<file path="config.mk">
export PLATFORM = sky130hd
export DESIGN_NAME = instr_encoder
export DESIGN_NICKNAME = d
export VERILOG_FILES = /design/src/rtl/instr_encoder.sv
export SDC_FILE = /design/constraint.sdc
export NUM_CORES = 1
export LEC_CHECK = 0
export CAP_MARGIN = 5
export CORE_UTILIZATION = 41
export CTS_CLUSTER_SIZE = 24
export DETAILED_ROUTE_END_ITERATION = 8
export PLACE_DENSITY_LB_ADDON = 0.12
export SETUP_SLACK_MARGIN = 0.5
export SLEW_MARGIN = 20
export SYNTH_ARGS = -nofsm -noshare
export SYNTH_HDL_FRONTEND = slang
export SYNTH_SLANG_ARGS = --single-unit
export TNS_END_PERCENT = 100
</file>
<file path="constraint.sdc">
create_clock -name clk -period 1.55 [get_ports clk]
set_clock_uncertainty 0.2 [all_clocks]
set_input_delay 0.155 -clock clk [delete_from_list [all_inputs] [get_ports clk]]
set_output_delay 0.155 -clock clk [all_outputs]
set_load 0.005 [all_outputs]
</file>
<file path="src/rtl/instr_encoder.sv">
// instr_encoder: packs decoded instruction fields into 32-bit MIPS words and streams them
// with incrementing word addresses over a valid/ready port to load instruction memory.
// Ports: clk, reset (async, active-low), clear (sync restart);
//   in_valid/in_ready with opsel, rs, rt, rd, imm, target field bundle;
//   out_valid/out_ready with out_word, out_addr; done, err_illegal status.
module instr_encoder #(
  parameter int ADDR_W    = 10,
  parameter int DEPTH     = 1024,
  parameter int BASE_ADDR = 0
) (
  input  logic              clk,
  input  logic              reset,
  input  logic              clear,
  input  logic              in_valid,
  output logic              in_ready,
  input  logic [4:0]        opsel,
  input  logic [4:0]        rs,
  input  logic [4:0]        rt,
  input  logic [4:0]        rd,
  input  logic [15:0]       imm,
  input  logic [25:0]       target,
  output logic              out_valid,
  input  logic              out_ready,
  output logic [31:0]       out_word,
  output logic [ADDR_W-1:0] out_addr,
  output logic              done,
  output logic              err_illegal
);
  localparam int CW = $clog2(DEPTH + 1);
  localparam logic [ADDR_W-1:0] BASE = ADDR_W'(BASE_ADDR);
  localparam logic [CW-1:0] LAST = CW'(DEPTH);
  typedef enum logic [1:0] {IDLE, HOLD, FULL} state_t;
  state_t state;
  logic [CW-1:0] cnt;
  logic [31:0] enc;
  logic legal, accept, retire;
  always_comb begin
    enc = '0;
    legal = 1'b1;
    case (opsel)
      5'd0:  enc = {6'h00, rs, rt, rd, 5'h0, 6'h21};
      5'd1:  enc = {6'h00, rs, rt, rd, 5'h0, 6'h23};
      5'd2:  enc = {6'h0D, rs, rt, imm};
      5'd3:  enc = {6'h23, rs, rt, imm};
      5'd4:  enc = {6'h2B, rs, rt, imm};
      5'd5:  enc = {6'h0F, 5'h0, rt, imm};
      5'd6:  enc = {6'h04, rs, rt, imm};
      5'd7:  enc = {6'h05, rs, rt, imm};
      5'd8:  enc = {6'h01, rs, 5'b00001, imm};
      5'd9:  enc = {6'h07, rs, 5'h0, imm};
      5'd10: enc = {6'h06, rs, 5'h0, imm};
      5'd11: enc = {6'h01, rs, 5'b00000, imm};
      5'd12: enc = {6'h02, target};
      5'd13: enc = {6'h03, target};
      5'd14: enc = {6'h00, rs, 5'h0, rd, 5'h0, 6'h09};
      5'd15: enc = {6'h00, rs, 5'h0, 5'h0, 5'h0, 6'h08};
      5'd16: enc = {6'h24, rs, rt, imm};
      5'd17: enc = {6'h25, rs, rt, imm};
      5'd18: enc = {6'h22, rs, rt, imm};
      5'd19: enc = {6'h28, rs, rt, imm};
      5'd20: enc = {6'h29, rs, rt, imm};
      5'd21: enc = {6'h2A, rs, rt, imm};
      default: legal = 1'b0;
    endcase
  end
  assign in_ready = !clear && state != FULL && cnt < LAST && (!out_valid || out_ready);
  assign accept = in_valid && in_ready;
  assign retire = out_valid && out_ready;
  always_ff @(posedge clk or negedge reset) begin
    if (!reset) begin
      state <= IDLE;
      cnt <= '0;
      out_valid <= 1'b0;
      out_word <= '0;
      out_addr <= BASE;
      done <= 1'b0;
      err_illegal <= 1'b0;
    end else if (clear) begin
      state <= IDLE;
      cnt <= '0;
      out_valid <= 1'b0;
      out_word <= '0;
      out_addr <= BASE;
      done <= 1'b0;
      err_illegal <= 1'b0;
    end else begin
      if (accept && !legal) err_illegal <= 1'b1;
      if (retire) out_addr <= out_addr + 1'b1;
      if (accept && legal) begin
        out_word <= enc;
        out_valid <= 1'b1;
        cnt <= cnt + 1'b1;
        state <= HOLD;
      end else if (retire) begin
        out_valid <= 1'b0;
        state <= (cnt == LAST) ? FULL : IDLE;
        done <= cnt == LAST;
      end
    end
  end
endmodule

</file>
[Word level (Yosys, flattened, before mapping)]
Cells that the tools add are included.
Word-level totals
  output and inout bits: 46
  register bits after elaboration: 58
  input bits: 67
  word-level logic and storage cells: 72
Operators by class
  add/subtract/negate cells: 2
  reductions and logical operators: 18
  equality and inequality tests: 24
  $lt $le $gt $ge: 1
  muxes and demuxes: 20
Operator list (count)
  32-bit one-hot mux with 22 select lines: 1
  32-bit two-way mux: 2
  5-bit by 4-bit equality test with 1-bit output (second input constant): 8
  5-bit equality test (second input constant): 6
  11-bit two-way mux: 2
  22-bit OR reduction: 1
  5-bit by 3-bit equality test with 1-bit output (second input constant): 4
  10-bit two-way mux: 2
  11-bit by 1-bit adder with 11-bit output (second input constant): 1
  11-bit equality test (second input constant): 1
  11-bit < comparator (second input constant): 1
  10-bit by 1-bit adder with 10-bit output (second input constant): 1
  5-bit by 2-bit equality test with 1-bit output (second input constant): 2
  1-bit two-way mux: 9
  2-bit two-way mux: 4
  1-bit logical AND: 7
  2-bit nonzero test: 3
  5-bit by 1-bit equality test with 1-bit output (second input constant): 1
  5-bit logical NOT: 1
  2-bit inequality test (second input constant): 2
  1-bit logical NOT: 3
  3-bit nonzero test: 1
  2-bit AND reduction: 1
  1-bit logical OR: 1

[Logic depth before layout (Yosys ltp)]
  word-level depth: 8
  depth in mapped cells: 7
  mapped depth without buffers: 5

[Worst setup path before layout]
Ideal clock, no wire load.
  kind: register -> register
  start: reg state[0]
  end: reg out_word[16]
  cell stages (with the launch flop): 8
  buffers on the path: 3
  setup slack: -206 ps
  arrival: 1479 ps
  period minus slack after synthesis: 1756 ps
  required time: 1273 ps
  library setup time: 77 ps
  path through: dfrtp_1 > and2_1 > buf_4 > o221ai_2 > buf_4 > buf_4 > a21oi_1 > a21oi_1
On the way
  word-level cells in the longest chain between the ends: 7
Ends and longest elaborated chain
  start: declaration: line 33  | state_t state;
  start signal: assignment: line 96  | state <= (cnt == LAST) ? FULL : IDLE;
  2-bit inequality test: line 66  | assign in_ready = !clear && state != FULL && cnt < LAST && (!out_valid || out_ready);
  1-bit logical AND (3 in series): line 66
  1-bit logical AND: line 67  | assign accept = in_valid && in_ready;
  1-bit logical AND: line 89  | if (accept && legal) begin
  2-bit nonzero test (no line)
  end signal: assignment: line 90  | out_word <= enc;
  end: declaration: line 24  | output logic [31:0] out_word,
No other way between the ends.
A chain may end at the register's enable or synchronous reset.

[Worst setup path after layout]
  start: reg cnt[10]
  end: reg cnt[8]
On the way
  word-level cells in the longest chain between the ends: 6
Ends and longest elaborated chain
  start: declaration: line 34  | logic [CW-1:0] cnt;
  start signal: assignment: line 92  | cnt <= cnt + 1'b1;
  11-bit < comparator: line 66
  1-bit logical AND (2 in series): line 66
  1-bit logical AND: line 67
  1-bit logical AND: line 89
  2-bit nonzero test (no line)
No other way between the ends.

==> out/qor_table.md <==
| Group | Item | This run |
|---|---|---|
| route | Detail-routed net length per standard cell | 19.5 microns |
| route | Remaining antenna violation count | 0 |
| cts | Latest clock arrival within the worst-skew pair | 0.32 ns |
| floorplanning | Starting density of the core | 43.0% |
| cts | Maximum buffer depth of the clock tree | 2 |
| worst setup path | R2R Path Start | cnt[10] |
| flow run | Max cap viols | 0 |
| worst setup path | Critical path type | flop to flop |
| global routing | GRT busiest layer | met2 |
| power | Static Leakage | 2.69 nW |
| timing | Final Hold Fails | 0 |
| synth | Commonest register cell after synthesis | sky130_fd_sc_hd__dfrtp_1 |
| synth | Total standard cell area after synthesis | 0.00315 sq mm |
| timing | Final setup fails | 54 |
| power | Peak supply drop | 0.443 mV |
| synth | Syn nets | 417 |
| synth | Yosys warns | 0 |
| timing | Achievable Freq | 484 MHz |
| global routing | GRT Util Overall | 25.3% |
| route | Pre-antenna DRT Iters | 4 |
| route | Average via count per standard cell | 5.83 |
| global routing | Met2 usage in global routing | 45.0% |
| final layout | Core utilization of the finished layout | 80.4% |
| floorplanning | Cell row count | 31 |
| route | Remaining DRCs | 0 |
| global routing | Global Route met3 Usage | 3.55% |
| timing | Post-route fraction of the period consumed by the critical path | 133% |
| floorplanning | Die width | 89.7 microns |
| synth | Synthesized area per cell | 9.09 sq um |
| synth | Top cell type by total area after synthesis | sky130_fd_sc_hd__dfrtp_1 |
| floorplanning | Ports placed on the boundary | 113 |
| cts | Clock-pin slew on the worst setup and hold paths | 0.13 ns |
| route | Final routed wirelength across all metal layers | 13000 microns |
| cts | Clock buffers created by TritonCTS | 5 |
| synth | Ranking of synthesized cells by area | sky130_fd_sc_hd__dfrtp_1 (44%), sky130_fd_sc_hd__a21oi_1 (6.7%), sky130_fd_sc_hd__nor2_1 (3.5%) |
| final layout | Relative area change from synthesis to final layout | 86.8% |
| placement | GP Congestion | 0.844 |
| floorplanning | Core region area | 0.00733 sq mm |
| synth | Netlist cell types | 60 |
| global routing | Number of global-route vias before repair | 3524 |
| global routing | Met1 track demand over resource in global routing | 31.6% |
| run status | Violations in the final reports | setup timing |
| global routing | First-pass GRT wire length | 16600 microns |
| synth | EDFF count, synth | 0 |
| worst setup path | CP Max Fanout | 18 |
| route | Violation count after the first detailed-route iteration | 272 |
| final layout | Ant. Diodes | 0 |
| cts | TritonCTS clock tree | done |
| final layout | Nets@finish | 638 |
| worst setup path | Critical Path End Type | flop |
| placement | Post-placement worst setup slack | -0.585 ns |
| cts | Cell chosen for the clock root | sky130_fd_sc_hd__clkbuf_8 |
| floorplanning | Area enclosed by the die boundary | 0.00805 sq mm |
| global routing | Initial antenna violation count | 0 |
| power | Power Dens Cells | 609 mW/mm^2 |
| run status | Run status | finished, violations left |
| global routing | Maximum number of pins on one net before global-route repair | 37 |
| timing | Final Slew Violations | 0 |
| worst setup path | Worst path arrival time | 2.05 ns |
| cts | Clock sink total | 56 |
| timing | Minimum hold slack | 0.129 ns |
| timing | Unrepaired setup endpoints after global routing | yes |
| placement | Count of buffers inserted at the top-level ports | 111 |
| worst setup path | Startpoint of the most critical setup path | cnt[10] |
| synth | Share of the synthesized area in the top cell type | 44.4% |
| synth | Register bit total from synthesis | 56 |
| final layout | Share of post-route cells with drive strength above 1 | 48.2% |
| synth | Sequential fraction of the synthesis area | 44.4% |
| final layout | Most common cell after layout, fill and taps aside | sky130_fd_sc_hd__buf_4 |
| cts | Total number of H-tree levels | 2 |
| floorplanning | Die height | 89.7 microns |
| global routing | Global route total overflow | 0 |
| synth | Share of synthesized registers carrying an async set or reset | 100% |
| route | Number of vias after detailed routing | 3892 |
| final layout | Most used cells in the layout excluding fill and tap cells | sky130_fd_sc_hd__buf_4 (87), sky130_fd_sc_hd__clkdlybuf4s50_1 (62), sky130_fd_sc_hd__dfrtp_1 (55), sky130_fd_sc_hd__buf_2 (43), sky130_fd_sc_hd__buf_6 (35) |
| timing | Fin worst setup slack | -0.514 ns |
| worst setup path | Startpoint class of the critical path | flop |
| worst setup path | CP Data Required Time | 1.54 ns |
| synth | Post-Synthesis Cells | 347 |
| timing | Crit path time final | 2.06 ns |
| min path | Type of the worst min-delay path | primary input to asynchronous set/reset pin |
| placement | Dpl hpwl | 6880 microns |
==> sequential cells by signal, indices dropped and copies added, names as in the netlist <==
name and cells:
out_addr 10, done 1, out_word 31, state 2
err_illegal 1, cnt 11
==> worst max-delay path, cell delays in order (launching register included) <==
cell                       delay (ns)
sky130_fd_sc_hd__dfrtp_1         0.45
sky130_fd_sc_hd__nor3b_4         0.32
sky130_fd_sc_hd__buf_4           0.19
sky130_fd_sc_hd__o221ai_4        0.16
sky130_fd_sc_hd__buf_6           0.22
sky130_fd_sc_hd__o31ai_1         0.26
sky130_fd_sc_hd__a21oi_1         0.12
==> logic make-up after synthesis <==
group	share of synthesized area, %
compound gates	26.2
simple gates	18.6
flops	44.4
buf+inv	5.95
xor+xnor	2.50
fa+ha+maj	1.19
mux	0.992
other cells	0.119
==> stage by stage <==
stage	setup TNS, ns	total power (W)	instance area, sq um	instances
floorplan	-5.15	0.00196	3310	347
global placement	-21.60	0.00246	4860	588
detailed placement	-22.78	0.00247	4860	588
CTS	-9.60	0.00331	5210	633
global route	-16.07	0.00373	5890	668
finish	-15.46	0.00359	5890	668
==> synthesized netlist by cell type (2+ instances only) <==
master,number
sky130_fd_sc_hd__clkbuf_1,10
sky130_fd_sc_hd__xor2_1,5
sky130_fd_sc_hd__xnor2_1,4
sky130_fd_sc_hd__nor3_1,5
sky130_fd_sc_hd__nand4_1,5
sky130_fd_sc_hd__a32o_1,4
sky130_fd_sc_hd__or4_1,5
sky130_fd_sc_hd__o21a_1,5
sky130_fd_sc_hd__a32oi_1,6
sky130_fd_sc_hd__o31ai_1,7
sky130_fd_sc_hd__mux2i_1,2
sky130_fd_sc_hd__or3_1,2
sky130_fd_sc_hd__and3_1,3
sky130_fd_sc_hd__buf_2,9
sky130_fd_sc_hd__nor2b_1,5
sky130_fd_sc_hd__nor2_1,29
sky130_fd_sc_hd__nand3_1,21
sky130_fd_sc_hd__nand2b_1,4
sky130_fd_sc_hd__nand2_1,22
sky130_fd_sc_hd__a21oi_1,42
sky130_fd_sc_hd__buf_1,3
sky130_fd_sc_hd__dfrtp_1,56
sky130_fd_sc_hd__a31oi_1,3
sky130_fd_sc_hd__a221oi_1,9
sky130_fd_sc_hd__a22oi_1,9
sky130_fd_sc_hd__inv_1,7
sky130_fd_sc_hd__o211ai_1,4
sky130_fd_sc_hd__and2_1,2
sky130_fd_sc_hd__ha_1,3
sky130_fd_sc_hd__o21ai_0,18
sky130_fd_sc_hd__buf_4,7
sky130_fd_sc_hd__o21ai_1,3
==> metal layers <==
metal | vias up | share of wire, %
met4 | 0 | 3.9
met3 | 51 | 5.2
met5 | - | 0
met2 | 175 | 53
li1 | 1740 | -
met1 | 1926 | 38
==> report_power, final <==
part / total, W / switching (W) / leakage (nW) / internal, W
logic: 0.00115 / 0.000526 / 1.88 / 0.000626
clock network: 0.000853 / 0.000530 / 0.0445 / 0.000323
registers: 0.00159 / 0.0000519 / 0.760 / 0.00153
total: 0.00359 / 0.00111 / 2.69 / 0.00248
==> cell type report <==
type | instances | area, sq um
clock buffer | 5 | 68.8
sequential | 56 | 1400
clock inverter | 3 | 21.3
multi-input combinational | 254 | 2070
timing repair buffer | 243 | 2170
tap | 99 | 124
inverter | 8 | 35.0
fill | 433 | 1440
==> final timing paths <==
| kind | to | slack (ns) | cells past startpoint |
|---|---|---|---|
| worst max-delay path | cnt[8] | -0.51 | 6 |
| max in group asynchronous | out_word[19] | 0.76 | 3 |
| min in group clk | out_word[1] | 0.20 | 3 |
| worst min-delay path | done | 0.13 | 3 |
| worst min register to register | out_word[31] | 0.32 | 2 |
| worst max register to register | cnt[8] | -0.51 | 6 |
==> repair_timing <==
action / 4_1_cts / 5_1_grt
gates resized for setup: 224 / 82
endpoints found under the setup margin: 101 / 101
setup buffers: 36 / 28
hold endpoints to repair: 56 / 0
cloned: 0 / 7
pin swaps: 15 / 41
hold buffers: 1 / 0
No activity file was read; power rests on OpenSTA's default activity.
